File: src/rtl/mem_arbiter_ctrl_if.sv
// Client handshakes (load/store buffer, fetcher), global control and the byte-wide RAM/IO bus
// of the memory arbiter. The controller connects through the slave modport (it serves client
// requests); the environment (clients plus RAM) connects through the master modport.
interface mem_arbiter_ctrl_if #(
    parameter int ADDR_W = 32,
    parameter int DATA_W = 32
);
    // Global control
    logic              rdy;
    logic              rollback;
    logic              io_buffer_full;

    // RAM/IO byte bus
    logic [7:0]        mem_din;
    logic [7:0]        mem_dout;
    logic [ADDR_W-1:0] mem_a;
    logic              mem_wr;

    // Load/store buffer client
    logic              mc_en;
    logic              mc_wr;
    logic [ADDR_W-1:0] mc_addr;
    logic [2:0]        mc_len;
    logic [DATA_W-1:0] mc_w_data;
    logic              mc_done;
    logic [DATA_W-1:0] mc_r_data;

    // Instruction fetch client
    logic              if_en;
    logic [ADDR_W-1:0] if_addr;
    logic              if_done;
    logic [DATA_W-1:0] if_data;

    modport slave (
        input  rdy, rollback, io_buffer_full, mem_din,
        input  mc_en, mc_wr, mc_addr, mc_len, mc_w_data,
        input  if_en, if_addr,
        output mem_dout, mem_a, mem_wr,
        output mc_done, mc_r_data,
        output if_done, if_data
    );

    modport master (
        output rdy, rollback, io_buffer_full, mem_din,
        output mc_en, mc_wr, mc_addr, mc_len, mc_w_data,
        output if_en, if_addr,
        input  mem_dout, mem_a, mem_wr,
        input  mc_done, mc_r_data,
        input  if_done, if_data
    );
endinterface

File: src/rtl/mem_arbiter_ctrl.sv
// Byte-serial memory controller: arbitrates the load/store buffer against the instruction
// fetcher, splits 1/2/4-byte accesses into byte beats on the 8-bit RAM/IO bus and assembles
// little-endian read data. IO stores stall while the IO buffer is full; reads abort on rollback.
module mem_arbiter_ctrl #(
    parameter int ADDR_W = 32,
    parameter int DATA_W = 32
) (
    input logic               clk,
    input logic               rst,
    mem_arbiter_ctrl_if.slave bus
);

    localparam logic [2:0] IDLE     = 3'd0;
    localparam logic [2:0] LS_READ  = 3'd1;
    localparam logic [2:0] LS_WRITE = 3'd2;
    localparam logic [2:0] IF_READ  = 3'd3;
    localparam logic [2:0] COOL     = 3'd4;

    // Only 1 and 2 are honoured; every other encoding means a full word.
    function automatic logic [2:0] len_decode(input logic [2:0] len);
        case (len)
            3'd1:    return 3'd1;
            3'd2:    return 3'd2;
            default: return 3'd4;
        endcase
    endfunction

    logic [2:0]        state_q, state_d;
    logic [ADDR_W-1:0] addr_q, addr_d;
    logic [2:0]        len_q, len_d;
    logic [31:0]       wdata_q, wdata_d;
    logic              io_q, io_d;
    // Reads: edges elapsed since acceptance. Writes: index of the next beat to issue.
    logic [2:0]        cnt_q, cnt_d;
    logic [31:0]       rbuf_q, rbuf_d;

    logic [ADDR_W-1:0] mem_a_q, mem_a_d;
    logic [7:0]        mem_dout_q, mem_dout_d;
    logic              mem_wr_q, mem_wr_d;
    logic              mc_done_q, mc_done_d;
    logic              if_done_q, if_done_d;
    logic [DATA_W-1:0] mc_r_data_q, mc_r_data_d;
    logic [DATA_W-1:0] if_data_q, if_data_d;

    logic              mc_io;
    logic [ADDR_W-1:0] beat_addr;
    logic [7:0]        wbyte;
    logic [1:0]        cap_idx;
    logic [31:0]       rd_merge;

    assign mc_io     = (bus.mc_addr[17:16] == 2'b11);
    assign beat_addr = addr_q + ADDR_W'(cnt_q);
    assign wbyte     = wdata_q[{cnt_q[1:0], 3'b000} +: 8];
    // Byte captured at edge k belongs to the beat issued at edge k-2.
    assign cap_idx   = cnt_q[1:0] - 2'd2;

    // Read buffer with the byte currently on mem_din merged into its slot.
    always_comb begin
        rd_merge = rbuf_q;
        rd_merge[{cap_idx, 3'b000} +: 8] = bus.mem_din;
    end

    // Next-state logic for the arbiter FSM, beat sequencing and bus outputs.
    always_comb begin
        state_d     = state_q;
        addr_d      = addr_q;
        len_d       = len_q;
        wdata_d     = wdata_q;
        io_d        = io_q;
        cnt_d       = cnt_q;
        rbuf_d      = rbuf_q;
        mem_a_d     = mem_a_q;
        mem_dout_d  = mem_dout_q;
        mem_wr_d    = mem_wr_q;
        mc_done_d   = 1'b0;
        if_done_d   = 1'b0;
        mc_r_data_d = mc_r_data_q;
        if_data_d   = if_data_q;

        case (state_q)
            IDLE: begin
                mem_wr_d = 1'b0;
                rbuf_d   = '0;
                if (bus.mc_en && bus.mc_wr) begin
                    // Stores are accepted even during rollback: they are already committed.
                    state_d    = LS_WRITE;
                    addr_d     = bus.mc_addr;
                    len_d      = len_decode(bus.mc_len);
                    wdata_d    = bus.mc_w_data[31:0];
                    io_d       = mc_io;
                    mem_a_d    = bus.mc_addr;
                    mem_dout_d = bus.mc_w_data[7:0];
                    if (mc_io && bus.io_buffer_full) begin
                        cnt_d = 3'd0;
                    end else begin
                        mem_wr_d = 1'b1;
                        cnt_d    = 3'd1;
                    end
                end else if (bus.mc_en) begin
                    // A pending load blocks the fetcher even while rollback holds it off.
                    if (!bus.rollback) begin
                        state_d = LS_READ;
                        addr_d  = bus.mc_addr;
                        len_d   = len_decode(bus.mc_len);
                        mem_a_d = bus.mc_addr;
                        cnt_d   = 3'd1;
                    end
                end else if (bus.if_en && !bus.rollback) begin
                    state_d = IF_READ;
                    addr_d  = bus.if_addr;
                    len_d   = 3'd4;
                    mem_a_d = bus.if_addr;
                    cnt_d   = 3'd1;
                end
            end

            LS_READ, IF_READ: begin
                if (bus.rollback) begin
                    state_d  = IDLE;
                    mem_wr_d = 1'b0;
                    cnt_d    = 3'd0;
                end else begin
                    if (cnt_q < len_q) begin
                        mem_a_d = beat_addr;
                    end
                    if (cnt_q >= 3'd2) begin
                        rbuf_d = rd_merge;
                    end
                    if (cnt_q == len_q + 3'd1) begin
                        state_d = COOL;
                        cnt_d   = 3'd0;
                        if (state_q == LS_READ) begin
                            mc_done_d   = 1'b1;
                            mc_r_data_d = DATA_W'(rd_merge);
                        end else begin
                            if_done_d = 1'b1;
                            if_data_d = DATA_W'(rd_merge);
                        end
                    end else begin
                        cnt_d = cnt_q + 3'd1;
                    end
                end
            end

            LS_WRITE: begin
                if (cnt_q == len_q) begin
                    state_d   = COOL;
                    mem_wr_d  = 1'b0;
                    mc_done_d = 1'b1;
                    cnt_d     = 3'd0;
                end else begin
                    mem_a_d    = beat_addr;
                    mem_dout_d = wbyte;
                    if (io_q && bus.io_buffer_full) begin
                        // Hold the beat and retry on the next edge.
                        mem_wr_d = 1'b0;
                    end else begin
                        mem_wr_d = 1'b1;
                        cnt_d    = cnt_q + 3'd1;
                    end
                end
            end

            COOL: begin
                // Gives the client one cycle to drop its enable after seeing done.
                state_d  = IDLE;
                mem_wr_d = 1'b0;
            end

            default: begin
                state_d  = IDLE;
                mem_wr_d = 1'b0;
                cnt_d    = 3'd0;
            end
        endcase
    end

    // State registers; everything freezes while rdy is low.
    always_ff @(posedge clk or negedge rst) begin
        if (!rst) begin
            state_q     <= IDLE;
            addr_q      <= '0;
            len_q       <= 3'd0;
            wdata_q     <= '0;
            io_q        <= 1'b0;
            cnt_q       <= 3'd0;
            rbuf_q      <= '0;
            mem_a_q     <= '0;
            mem_dout_q  <= 8'h00;
            mem_wr_q    <= 1'b0;
            mc_done_q   <= 1'b0;
            if_done_q   <= 1'b0;
            mc_r_data_q <= '0;
            if_data_q   <= '0;
        end else if (bus.rdy) begin
            state_q     <= state_d;
            addr_q      <= addr_d;
            len_q       <= len_d;
            wdata_q     <= wdata_d;
            io_q        <= io_d;
            cnt_q       <= cnt_d;
            rbuf_q      <= rbuf_d;
            mem_a_q     <= mem_a_d;
            mem_dout_q  <= mem_dout_d;
            mem_wr_q    <= mem_wr_d;
            mc_done_q   <= mc_done_d;
            if_done_q   <= if_done_d;
            mc_r_data_q <= mc_r_data_d;
            if_data_q   <= if_data_d;
        end
    end

    assign bus.mem_a     = mem_a_q;
    assign bus.mem_dout  = mem_dout_q;
    assign bus.mem_wr    = mem_wr_q;
    assign bus.mc_done   = mc_done_q;
    assign bus.mc_r_data = mc_r_data_q;
    assign bus.if_done   = if_done_q;
    assign bus.if_data   = if_data_q;

endmodule

File: src/flat_wrapper.sv
// flat-port wrapper written by rule: the top's interface ports become plain ports
module mem_arbiter_ctrl_flat 
#(
    parameter int ADDR_W = 32,
    parameter int DATA_W = 32
)
  (clk, rst, bus_rdy, bus_rollback, bus_io_buffer_full, bus_mem_din, bus_mc_en, bus_mc_wr, bus_mc_addr, bus_mc_len, bus_mc_w_data, bus_if_en, bus_if_addr, bus_mem_dout, bus_mem_a, bus_mem_wr, bus_mc_done, bus_mc_r_data, bus_if_done, bus_if_data);
  mem_arbiter_ctrl_if #(.ADDR_W(ADDR_W), .DATA_W(DATA_W)) bus_i ();
  input logic clk;
  input logic rst;
  input wire logic [$bits(bus_i.rdy)-1:0] bus_rdy;
  input wire logic [$bits(bus_i.rollback)-1:0] bus_rollback;
  input wire logic [$bits(bus_i.io_buffer_full)-1:0] bus_io_buffer_full;
  input wire logic [$bits(bus_i.mem_din)-1:0] bus_mem_din;
  input wire logic [$bits(bus_i.mc_en)-1:0] bus_mc_en;
  input wire logic [$bits(bus_i.mc_wr)-1:0] bus_mc_wr;
  input wire logic [$bits(bus_i.mc_addr)-1:0] bus_mc_addr;
  input wire logic [$bits(bus_i.mc_len)-1:0] bus_mc_len;
  input wire logic [$bits(bus_i.mc_w_data)-1:0] bus_mc_w_data;
  input wire logic [$bits(bus_i.if_en)-1:0] bus_if_en;
  input wire logic [$bits(bus_i.if_addr)-1:0] bus_if_addr;
  output wire logic [$bits(bus_i.mem_dout)-1:0] bus_mem_dout;
  output wire logic [$bits(bus_i.mem_a)-1:0] bus_mem_a;
  output wire logic [$bits(bus_i.mem_wr)-1:0] bus_mem_wr;
  output wire logic [$bits(bus_i.mc_done)-1:0] bus_mc_done;
  output wire logic [$bits(bus_i.mc_r_data)-1:0] bus_mc_r_data;
  output wire logic [$bits(bus_i.if_done)-1:0] bus_if_done;
  output wire logic [$bits(bus_i.if_data)-1:0] bus_if_data;
  assign bus_i.rdy = bus_rdy;
  assign bus_i.rollback = bus_rollback;
  assign bus_i.io_buffer_full = bus_io_buffer_full;
  assign bus_i.mem_din = bus_mem_din;
  assign bus_i.mc_en = bus_mc_en;
  assign bus_i.mc_wr = bus_mc_wr;
  assign bus_i.mc_addr = bus_mc_addr;
  assign bus_i.mc_len = bus_mc_len;
  assign bus_i.mc_w_data = bus_mc_w_data;
  assign bus_i.if_en = bus_if_en;
  assign bus_i.if_addr = bus_if_addr;
  assign bus_mem_dout = bus_i.mem_dout;
  assign bus_mem_a = bus_i.mem_a;
  assign bus_mem_wr = bus_i.mem_wr;
  assign bus_mc_done = bus_i.mc_done;
  assign bus_mc_r_data = bus_i.mc_r_data;
  assign bus_if_done = bus_i.if_done;
  assign bus_if_data = bus_i.if_data;
  mem_arbiter_ctrl #(.ADDR_W(ADDR_W), .DATA_W(DATA_W)) u_core (.clk(clk), .rst(rst), .bus(bus_i));
endmodule
File: config.mk
export PLATFORM = sky130hd
export DESIGN_NAME = mem_arbiter_ctrl_flat
export DESIGN_NICKNAME = d
export VERILOG_FILES = /design/src/rtl/mem_arbiter_ctrl_if.sv /design/src/rtl/mem_arbiter_ctrl.sv /design/src/flat_wrapper.sv
export SDC_FILE = /design/constraint.sdc
export NUM_CORES = 1
export LEC_CHECK = 0
export ABC_AREA = 1
export BUFFER_PORTS_ARGS = -buffer_cell sky130_fd_sc_hd__buf_4
export CAP_MARGIN = 0
export CORE_UTILIZATION = 55
export CTS_CLUSTER_DIAMETER = 40
export DETAILED_ROUTE_END_ITERATION = 12
export PLACE_DENSITY_LB_ADDON = 0.15
export SYNTH_ARGS = -nofsm -noshare
export SYNTH_HDL_FRONTEND = slang
export SYNTH_SLANG_ARGS = --single-unit
File: constraint.sdc
create_clock -name clk -period 2.82 [get_ports clk]
set_input_delay 0.564 -clock clk [delete_from_list [all_inputs] [get_ports clk]]
set_output_delay 0.564 -clock clk [all_outputs]
set_load 0.01 [all_outputs]
## Word level (Yosys, flattened, before mapping)

Index checks and enable logic that the tools add are counted.

- Reduce and logical (&&, ||, !) cells: 21
- Multipliers: 0
- $lt $le $gt $ge: 2
- Divide/modulo/power cells: 0
- Bitwise gates (word level): 3
- Shift-type cells: 3
- Equality and inequality tests: 21
- Add/subtract/negate cells: 5
- Multiplexer cells: 52

Operators by type and width:

| kind | count |
|---|---|
| $mux W32 | 9 |
| $pmux W32 S3 | 1 |
| $pmux W32 S2 | 1 |
| $mux W3 | 18 |
| $add A32 B3 Y32 | 1 |
| $bwmux W32 | 1 |
| $shift A8 B7 Y32 const A | 1 |
| $shiftx A32 B6 Y8 | 1 |
| $shiftx A8 B7 Y32 | 1 |
| $reduce_and A5 Y1 | 4 |
| $mux W8 | 2 |
| $pmux W8 S2 | 1 |
| $mux W1 | 14 |
| $pmux W3 S4 | 1 |
| $reduce_and A4 Y1 | 3 |
| $eq A3 B2 Y1 const B | 3 |
| $ne A3 B2 Y1 const B | 3 |
| $pmux W3 S3 | 1 |
| $ne A2 B1 Y1 const B | 4 |
| $neg A5 Y7 | 1 |
| $reduce_and A7 Y1 | 1 |
| $add A3 B1 Y3 const B | 2 |
| $eq A3 B1 Y1 const B | 2 |
| $eq A3 B3 Y1 | 2 |
| other kinds (20) | 29 |

- Memory bits (writable): 0
- ROM bits: 0
- Memories: 0
- Logic and storage cells: 121
- Latch bits: 0
- Bits in registers: 213

## Logic depth before layout (Yosys ltp)

Gate-level depths: netlist (run 1).

- Word-level depth: 7
- Mapped depth: 14
- Mapped depth without buffers: 11

## Least setup slack after synthesis (run 1)

No wires, ideal clock.

- Path kind: register to register
- Start: register u_core.cnt_q[0]
- End: register u_core.if_data_q[28] (netlist: u_core.bus.if_data[28])
- Library setup time: 0.135 ns
- Clock period less this slack: 2.323 ns
- Data arrival time: 2.188 ns
- Path slack: 0.497 ns
- Cell stages (with the launch flop): 15
- Buffers on the path: 4
- Path through: dfrtp_1 buf_2 clkinv_1 buf_2 ha_1 inv_1 nand2_1 nor2_1 nand3_1 inv_1 nand4_1 buf_4 buf_6 nand2_1 o21ai_0

- Longest elaborated chain between the ends: 4
- Elaborated cells between the ends (all ways): 7

Ends and longest elaborated chain:

| what | line | RTL |
|---|---|---|
| from (decl) | mem_arbiter_ctrl.sv:34 | `logic [2:0] cnt_q, cnt_d;` |
| from (signal assigned) | mem_arbiter_ctrl.sv:201 | `cnt_q <= cnt_d;` |
| $sub A2 B2 Y2 | mem_arbiter_ctrl.sv:55 | `assign cap_idx = cnt_q[1:0] - 2'd2;` |
| $neg A5 Y7 | mem_arbiter_ctrl.sv:60 | `rd_merge[{cap_idx, 3'b000} +: 8] = bus.mem_din;` |
| $shiftx A8 B7 Y32 or $shift A8 B7 Y32 (tied branches) | mem_arbiter_ctrl.sv:60 |  |
| $bwmux W32 | mem_arbiter_ctrl.sv:60 |  |
| to (signal assigned) | mem_arbiter_ctrl.sv:209 | `if_data_q <= if_data_d;` |
| to (decl) | mem_arbiter_ctrl.sv:43 | `logic [DATA_W-1:0] if_data_q, if_data_d;` |

Several ways; a longest one is shown, not always the timed one.
A chain may end at the register's enable or synchronous reset.

## Worst setup path after layout (run 1)

- Start: register u_core.cnt_q[0]
- End: register u_core.mc_r_data_q[6] (netlist: u_core.bus.mc_r_data[6])

- Longest elaborated chain between the ends: 4
- Elaborated cells between the ends (all ways): 7

Ends and longest elaborated chain:

| what | line | RTL |
|---|---|---|
| $sub A2 B2 Y2 | mem_arbiter_ctrl.sv:55 |  |
| $neg A5 Y7 | mem_arbiter_ctrl.sv:60 |  |
| $shiftx A8 B7 Y32 or $shift A8 B7 Y32 (tied branches) | mem_arbiter_ctrl.sv:60 |  |
| $bwmux W32 | mem_arbiter_ctrl.sv:60 |  |
| to (signal assigned) | mem_arbiter_ctrl.sv:208 | `mc_r_data_q <= mc_r_data_d;` |
| to (decl) | mem_arbiter_ctrl.sv:42 | `logic [DATA_W-1:0] mc_r_data_q, mc_r_data_d;` |

Several ways; a longest one is shown, not always the timed one.

==> results of run 1 <==
through the flow:
| step | setup WS, ns | util | instance area, µm² | hold WS (ns) |
|---|---|---|---|---|
| global placement | 0.450 | 0.665 | 12600 | 0.455 |
| detailed placement | 0.370 | 0.665 | 12600 | 0.459 |
| finish | 0.425 | 0.716 | 13500 | 0.00821 |
| CTS | 0.407 | 0.716 | 13500 | 0.0276 |
| floorplan | 0.497 | - | 10700 | 0.268 |
| global route | 0.112 | 0.716 | 13500 | 0.0622 |
cells by family (layout without fill, tap and decap cells):
kind of cell	Yosys count	in the layout	synth area share
flops	213	213	0.498
buf+inv	167	402	0.0676
simple gates	793	793	0.302
xor+xnor	2	2	0.00164
fa+ha+maj	14	14	0.0171
compound gates	220	220	0.112
mux	3	3	0.00280
how the worst max path moves through the flow:
stage,startpoint,slack (ns),endpoint,cells after the start
floorplan,u_core.cnt_q[0],0.50,u_core.bus.if_data[28],14
global placement,bus_mc_en,0.45,u_core.len_q[2],4
detailed placement,bus_mc_en,0.37,u_core.len_q[2],4
CTS,u_core.cnt_q[0],0.41,u_core.bus.mc_r_data[6],11
global route,u_core.cnt_q[0],0.11,u_core.bus.mc_r_data[6],11
finish,u_core.cnt_q[0],0.43,u_core.bus.mc_r_data[6],11
layout by cell type, fill, tap and decap left out, drive strengths merged:
master / instances
nand2: 560
bufinv: 1
inv: 114
a211oi: 1
nor2: 116
o22ai: 10
nand3b: 2
or2: 4
mux2i: 3
a21oi: 11
clkinv: 11
nor3: 3
fa: 1
o21ai: 168
nand4: 4
nor4: 1
dfrtp: 213
o211ai: 5
nand3: 103
buf: 237
xor2: 2
clkbuf: 39
a22oi: 16
o21a: 1
a31oi: 7
ha: 13
o31ai: 1
registers in the layout (all words and copies together), names as in the netlist:
name                  cells
u_core.wdata_q           32
u_core.len_q              3
u_core.bus.if_done        1
u_core.rbuf_q            32
u_core.bus.mem_a         32
u_core.bus.if_data       32
u_core.bus.mem_wr         1
u_core.addr_q            32
u_core.bus.mc_done        1
u_core.bus.mc_r_data     32
u_core.bus.mem_dout       8
u_core.cnt_q              3
u_core.io_q               1
u_core.state_q            3
report_power, final:
part	total, mW	switching [mW]	internal, mW
logic	4.49	2.81	1.68
clock network	3.63	1.49	2.14
registers	4.64	0.710	3.93
total	12.8	5.02	7.75
area by class of cell:
type | count | area [µm²] | area share
Clock buffer | 38 | 791 | 0.0584
Clock inverter | 18 | 188 | 0.0139
Inverter | 108 | 405 | 0.0299
Multi-Input combinational cell | 1032 | 4670 | 0.345
Sequential cell | 213 | 5330 | 0.394
Tap cell | 260 | 325 | 0.0240
Timing Repair Buffer | 238 | 1830 | 0.135
worst register-to-register path, cell delays in order (launching register included):
cell and delay [ns]:
sky130_fd_sc_hd__dfrtp_1 0.34, sky130_fd_sc_hd__clkinv_1 0.33, sky130_fd_sc_hd__ha_1 0.45, sky130_fd_sc_hd__inv_1 0.04, sky130_fd_sc_hd__nand2_1 0.05, sky130_fd_sc_hd__nor2_1 0.04
sky130_fd_sc_hd__nand3_1 0.10, sky130_fd_sc_hd__inv_1 0.09, sky130_fd_sc_hd__nand4_4 0.06, sky130_fd_sc_hd__buf_4 0.48, sky130_fd_sc_hd__nand2_1 0.17, sky130_fd_sc_hd__o21ai_0 0.14
metal layers:
| layer | global-route usage | wire [µm] | up-vias |
|---|---|---|---|
| met5 | 0 | 0 | - |
| li1 | - | - | 4967 |
| met1 | 0.446 | 13300 | 4683 |
| met3 | 0.0368 | 1960 | 43 |
| met4 | 0.0770 | 607 | 0 |
| met2 | 0.450 | 13000 | 392 |
==> impl.org, run 1 <==
** Status
- Status :: complete, no violations

** Logic synthesis
- Yosys mapped the design onto 39 distinct sky130hd cell types.
- Cell types occupying the most area after synthesis :: sky130_fd_sc_hd__dfrtp_1, sky130_fd_sc_hd__nand2_1, sky130_fd_sc_hd__nand3_1
- Counting instances in the post-synthesis netlist gives the leading cell types as sky130_fd_sc_hd__nand2_1, sky130_fd_sc_hd__dfrtp_1, sky130_fd_sc_hd__nor2_1.
- Asr flop ratio synth :: 1.00
- After synthesis the cells add up to 10700 µm².
- Portion of synthesized cell area occupied by the leading cell type :: 0.498
- Biggest area consumer among synthesized cells :: sky130_fd_sc_hd__dfrtp_1
- Syn. warnings :: 0
- Share of synthesized area occupied by flip-flops and latches :: 0.498
- Most used DFF post-synth :: sky130_fd_sc_hd__dfrtp_1
- Yosys mapped a number of flops with a built-in enable equal to 0.
- A synthesized cell averages 7.59 µm².
- The cell count after synthesis came out at 1412.
- Most instantiated library cell after synthesis :: sky130_fd_sc_hd__nand2_1
- Number of flip-flops and latches in the synthesized netlist :: 213
- Total nets after synthesis :: 1541

** Clock tree
- Post-cts repair resize count :: 0
- Clock slew at the register clock pins of the worst setup and hold paths :: 0.06 ns
- CTS built an H-tree with a depth of 1.
- Clock latency on the worst-skew pair :: 0.55 ns
- The clock passes through at most 3 buffers.
- Number of setup buffers added after CTS :: 0
- Hold repair after CTS inserted 0 buffers.
- Clock root buffer master :: sky130_fd_sc_hd__clkbuf_16
- CTS tree :: done
- Total clock sinks :: 213
- TritonCTS created 30 clock buffers.

** Cells and area
- Antenna cells :: 0
- Relative to the synthesized area, the layout overhead comes to 26.4%.
- The finished layout holds 1907 standard cells, fillers aside.
- Of the cells placed in the final design, the portion with a size suffix greater than 1 is 0.193.
- At the end of the flow, the number of nets in the layout was 1752.
- Count of fill cells added during filler insertion :: 1602

** Worst setup path
- In this run the register-to-register setup slack is 0.43 ns.
- Startpoint types :: flip-flop
- Number of cells traversed by the worst register-to-register path :: 11
- CP max FO :: 64
- Worst Setup End Kind :: flip-flop
- Data on the critical path arrives at its endpoint at 2.85 ns.
- Largest stage delay on the critical path :: 0.48 ns
- STA puts the critical path data required time at 3.27 ns.
- Worst path slowest cell :: sky130_fd_sc_hd__buf_4
- Kind of cell adding the most delay to the critical path :: buffers and inverters
- The signal on the critical path passes through clkinv_1, ha_1, inv_1, nand2_1, nor2_1, nand3_1, inv_1, nand4_4, buf_4, nand2_1, o21ai_0.
- The startpoint identified for the worst register-to-register timing path is u_core.cnt_q[0].
- Endpoint of the worst register-to-register path :: u_core.bus.mc_r_data[6]
- The worst setup path is of the flip-flop to flip-flop kind.
- Number of buffers and inverters on the critical path :: 4

** Global route
- Number of antenna violations at the first check in global routing :: 0
- First-pass GRT wire length :: 47600 µm
- Residual overflow from global routing :: 0
- The number of global-route vias before repair is 9383.
- GRT Util Overall :: 0.295
- Entering global routing, the biggest net connects 73 pins.

** Placement
- Post-DP HPWL :: 20500 µm
- In this run the tool buffered the top-level ports with 221 buffer cells.
- Counting tap cells, the placed design contains a total of 1851 instances.
- The congestion estimate from routability-driven global placement came to 0.920.

** Drt
- The routed layout has 10085 vias.
- In the final routed layout, each cell accounts on average for 15.1 µm.
- Dividing the detail-routed via count by the number of cells gives 5.29.
- Once detail routing completed, the nets flagged for antenna violations numbered 0.
- Router iterations before antenna repair :: 6
- After the first detailed-routing iteration, the DRC count stood at 772.
- Number of design rule violations left after detail routing :: 0
- Total wirelength of the detailed-routed design :: 28900 µm

** Floorplanning
- Area of the die :: 20000 µm²
- The initial utilization of the core area, before any placement, comes to 0.567.
- Die Height :: 142 µm
- Standard-cell row count :: 50
- 222 I/O pins were placed.
- In this run the standard cell core region covers 18900 µm².
- The die is 142 µm wide.

** STA
- Headroom to the max-slew limit :: 0.264
- Between clock sinks in the finished design, the worst skew comes to 0.0174 ns.
- Number of pins exceeding their max-slew limit in the final report :: 0
- Number of failing hold endpoints at the final stage :: 0
- Shortest clock period the worst path allows after layout :: 2.39 ns
- Setup violations remaining at the end of the flow were counted as 0.
- At the pin with the least slew margin, the transition time is 1.10 ns.
- Setup repair after global routing missed its margin :: no
- Based on the critical path, the design can be clocked at up to 418 MHz.
- Of the available clock period, the critical path in the final layout requires 0.849.
- Sum of negative setup slack :: 0 ns

** Pwr
- Total leakage power :: 6.81 nW
- IR analysis of the VDD net gives a maximum drop of 608 µV.
- Power spread over the standard cell area amounts to 943 nW/µm².
- Total power draw :: 12.8 mW

** Run
- Across the run, the number of max-cap violations was 0.

** Min path
- Hold crit path type :: primary input to async pin
(Power assumes the default switching activity.)
==> run 2: changes to the inputs <==
- clock period: 2.82 -> 2.4 ns (I/O delays scaled with it)
==> run 2 against run 1 <==
Against the previous run:
- total power rose by 20%
- flip-flop and latch count stayed put
- maximum frequency is 6.9% higher
- first-iteration DRC count up 11%
- cell area is 1.4% higher
- routed wire length is 1.6% higher
- sequential share of layout area is 0.55 points lower
- global-route usage grew 0.40 points
- worst setup slack lost 0.26 ns
- hold slack better by 0.14 ns
- largest cell class unchanged
- largest power group unchanged
==> impl.org, run 2 (same netlist as run 1, synthesis figures left out) <==
** Pwr
- Worst vdd rail ir drop :: 817 µV (was 608 µV)
- The sequential fraction of design power is 0.357 (was 0.363).
- Areal power density over the cells :: 1110 nW/µm² (was 943 nW/µm²)
- Total leakage power :: 6.89 nW (was 6.81 nW)
- Switching power summed over all nets :: 5.95 mW (was 5.02 mW)
- Clock network fraction of design power :: 0.291 (was 0.285)
- Internal power :: 9.36 mW (was 7.75 mW)
- The net switching fraction of the power is 0.389 (was 0.393).
- Part of the total power dissipated in combinational logic :: 0.352 (about the same)

** Worst setup path
- The arrival time of the worst setup path was 2.68 ns (was 2.85 ns).
- Worst Setup End Kind :: flip-flop (unchanged)
- Largest stage delay on the critical path :: 0.48 ns (about the same)
- Required arrival time at the worst endpoint :: 2.84 ns (was 3.27 ns)
- The cell at the slowest stage of the critical path is sky130_fd_sc_hd__dfrtp_1 (was sky130_fd_sc_hd__buf_4).
- Startpoint types :: flip-flop (unchanged)
- The largest fanout on the critical path came to 13 (was 64).
- The critical path class was flip-flop to flip-flop (unchanged).
- The kind of cell adding the most delay to the critical path is flip-flops (was buffers and inverters).
- The worst path buffer plus inverter count is 3 (was 4).
- Worst-path cell chain: clkinv_1, buf_4, ha_1, nand4_1, o22ai_1, inv_1, o21ai_0 (was clkinv_1, ha_1, inv_1, nand2_1, nor2_1, nand3_1, inv_1, nand4_4, buf_4, nand2_1, o21ai_0).

** Clock tree
- Total clock sinks :: 213 (unchanged)
- Clock latency on the worst-skew pair :: 0.54 ns (was 0.55 ns)
- The maximum clock path buffer count was 3 (unchanged).
- CTS tree :: done (unchanged)
- The maximum level of the CTS H-tree came to 1 (unchanged).
- The number of clock buffers inserted by TritonCTS came to 29 (was 30).
- The register clock-pin slew on the reported worst setup and hold paths is 0.06 ns (about the same).
- The buffer cell driving the clock tree root was sky130_fd_sc_hd__clkbuf_16 (unchanged).

** Global route
- Residual overflow from global routing :: 0 (unchanged)
- Number of antenna violations at the first check in global routing :: 0 (unchanged)
- The global-route wire length before repair came to 48100 µm (was 47600 µm).
- Largest net degree at the start of global routing :: 67 (was 73)
- Number of global-route vias before repair :: 9614 (was 9383)
- The total track usage was 0.299 (was 0.295).

** Placement
- The final weighted congestion in routability-driven placement was 0.950 (was 0.920).
- The number of port buffers was 221 (unchanged).
- The post-DP HPWL came to 21100 µm (was 20500 µm).
- Dpl cells :: 1860 (was 1851)

** STA
- Sum of negative setup slack :: 0 ns (unchanged)
- Setup repair after global routing missed its margin: no (unchanged).
- Number of failing hold endpoints at the final stage :: 0 (unchanged)
- The final max-slew violation count is 0 (unchanged).
- The fmax was 447 MHz (was 418 MHz).
- The worst-margin pin slew is 0.640 ns (was 1.10 ns).
- Post-Route Hold Slack :: 0.144 ns (was 0.00821 ns)
- Headroom to the max-slew limit :: 0.573 (was 0.264)
- Final setup violation count :: 0 (unchanged)
- Worst Skew :: 0.0160 ns (was 0.0174 ns)
- The time the final worst path needs with I/O delays and setup came to 2.24 ns (was 2.39 ns).
- The final period utilization came to 0.933 (was 0.849).

** Cells and area
- The leading cell type in the layout, fill and taps excluded was sky130_fd_sc_hd__nand2_1 (unchanged).
- The number of nets in the final layout was 1761 (was 1752).
- The antenna diode instance count was 0 (unchanged).
- Commonest cells after routing, fill and taps aside: sky130_fd_sc_hd__nand2_1, sky130_fd_sc_hd__buf_4, sky130_fd_sc_hd__dfrtp_1 (unchanged).
- The share of cells above drive strength 1 is 0.201 (was 0.193).
- The number of fill cells in the layout came to 1530 (was 1602).
- Area overhead of the layout relative to synthesis :: 28.2% (was 26.4%)
- Final Instance Count excl. Fillers :: 1915 (was 1907)

** Floorplanning
- Standard-cell row count :: 50 (unchanged)
- The die outline area came to 20000 µm² (unchanged).
- The effective utilization at floorplan came to 0.567 (unchanged).
- The area of the core region was 18900 µm² (unchanged).
- IO Pins :: 222 (unchanged)
- The die boundary width was 142 µm (unchanged).
- The floorplan die height was 142 µm (unchanged).

** Drt
- The count of TritonRoute iterations in the first routing pass is 5 (was 6).
- The via-per-instance ratio was 5.35 (was 5.29).
- Total wirelength of the detailed-routed design :: 29400 µm (was 28900 µm)
- Average wire per cell in the routed design :: 15.3 µm (was 15.1 µm)
- The initial detailed-routing violation count came to 854 (was 772).
- The routed via count was 10240 (was 10085).
- Number of design rule violations left after detail routing :: 0 (unchanged)
- The count of nets left with antenna violations after detail routing came to 0 (unchanged).

** Run
- Count of max-cap constraint violations :: 0 (unchanged)

** Min path
- Hold crit path type :: primary input to flip-flop (was primary input to async pin)

** Status
- Status :: complete, no violations (unchanged)
[run 2: per-stage QoR]
step	power (mW)	cell area, µm²	utilization	worst slack [ns]
finish	15.3	13700	0.727	0.160
global route	16.3	13700	0.727	0.0194
CTS	15.3	13700	0.727	0.187
detailed placement	10.8	12700	0.672	0.230
global placement	10.7	12700	0.672	0.277
floorplan	8.73	10700	-	0.0770
[run 2: repair_timing]
item	in CTS	in global routing
buffers inserted	0	0
setup endpoints to repair	0	2
resized for setup	0	1
hold buffers	1	0
endpoints found under the hold margin	60	0
[run 2: final cells by class]
class                      count  area [µm²]  area share
multi-input combinational   1032        4670       0.340
tap                          260         325      0.0237
timing repair buffer         248        1970       0.144
clock buffer                  31         753      0.0549
clock inverter                23         275      0.0200
sequential                   213        5330       0.388
inverter                     108         405      0.0295
[run 2: path summary, 6_finish.rpt]
path,startpoint,end,slack [ns],cells past startpoint
hold / removal,bus_mc_w_data[16],u_core.wdata_q[16],0.14,3
max in group asynchronous,rst,u_core.io_q,1.24,3
setup / recovery,u_core.cnt_q[0],u_core.rbuf_q[4],0.16,7
min in group asynchronous,rst,u_core.bus.if_data[22],0.52,2
setup reg to reg,u_core.cnt_q[0],u_core.rbuf_q[4],0.16,7
hold reg to reg,u_core.wdata_q[13],u_core.wdata_q[13],0.47,2
[run 2: per-layer routing]
metal	up-vias	wire (µm)	track usage
li1	4983	-	-
met5	-	0	0
met4	0	617	0.0826
met1	4803	13300	0.439
met2	404	13400	0.461
met3	50	2040	0.0466
[run 2: worst reg2reg max path, stage by stage (launching register included)]
cell	delay, ns
sky130_fd_sc_hd__dfrtp_1	0.48
sky130_fd_sc_hd__clkinv_1	0.14
sky130_fd_sc_hd__buf_4	0.20
sky130_fd_sc_hd__ha_1	0.40
sky130_fd_sc_hd__nand4_1	0.36
sky130_fd_sc_hd__o22ai_1	0.27
sky130_fd_sc_hd__inv_1	0.13
sky130_fd_sc_hd__o21ai_0	0.18
[run 2: power by group through the flow]
stage               Clock, mW  Sequential (mW)  Combinational, mW
global route             4.63             5.58               6.09
finish                   4.45             5.46               5.39
detailed placement          0             5.48               5.33
global placement            0             5.46               5.24
CTS                      4.50             5.44               5.40
floorplan                   0             5.43               3.29
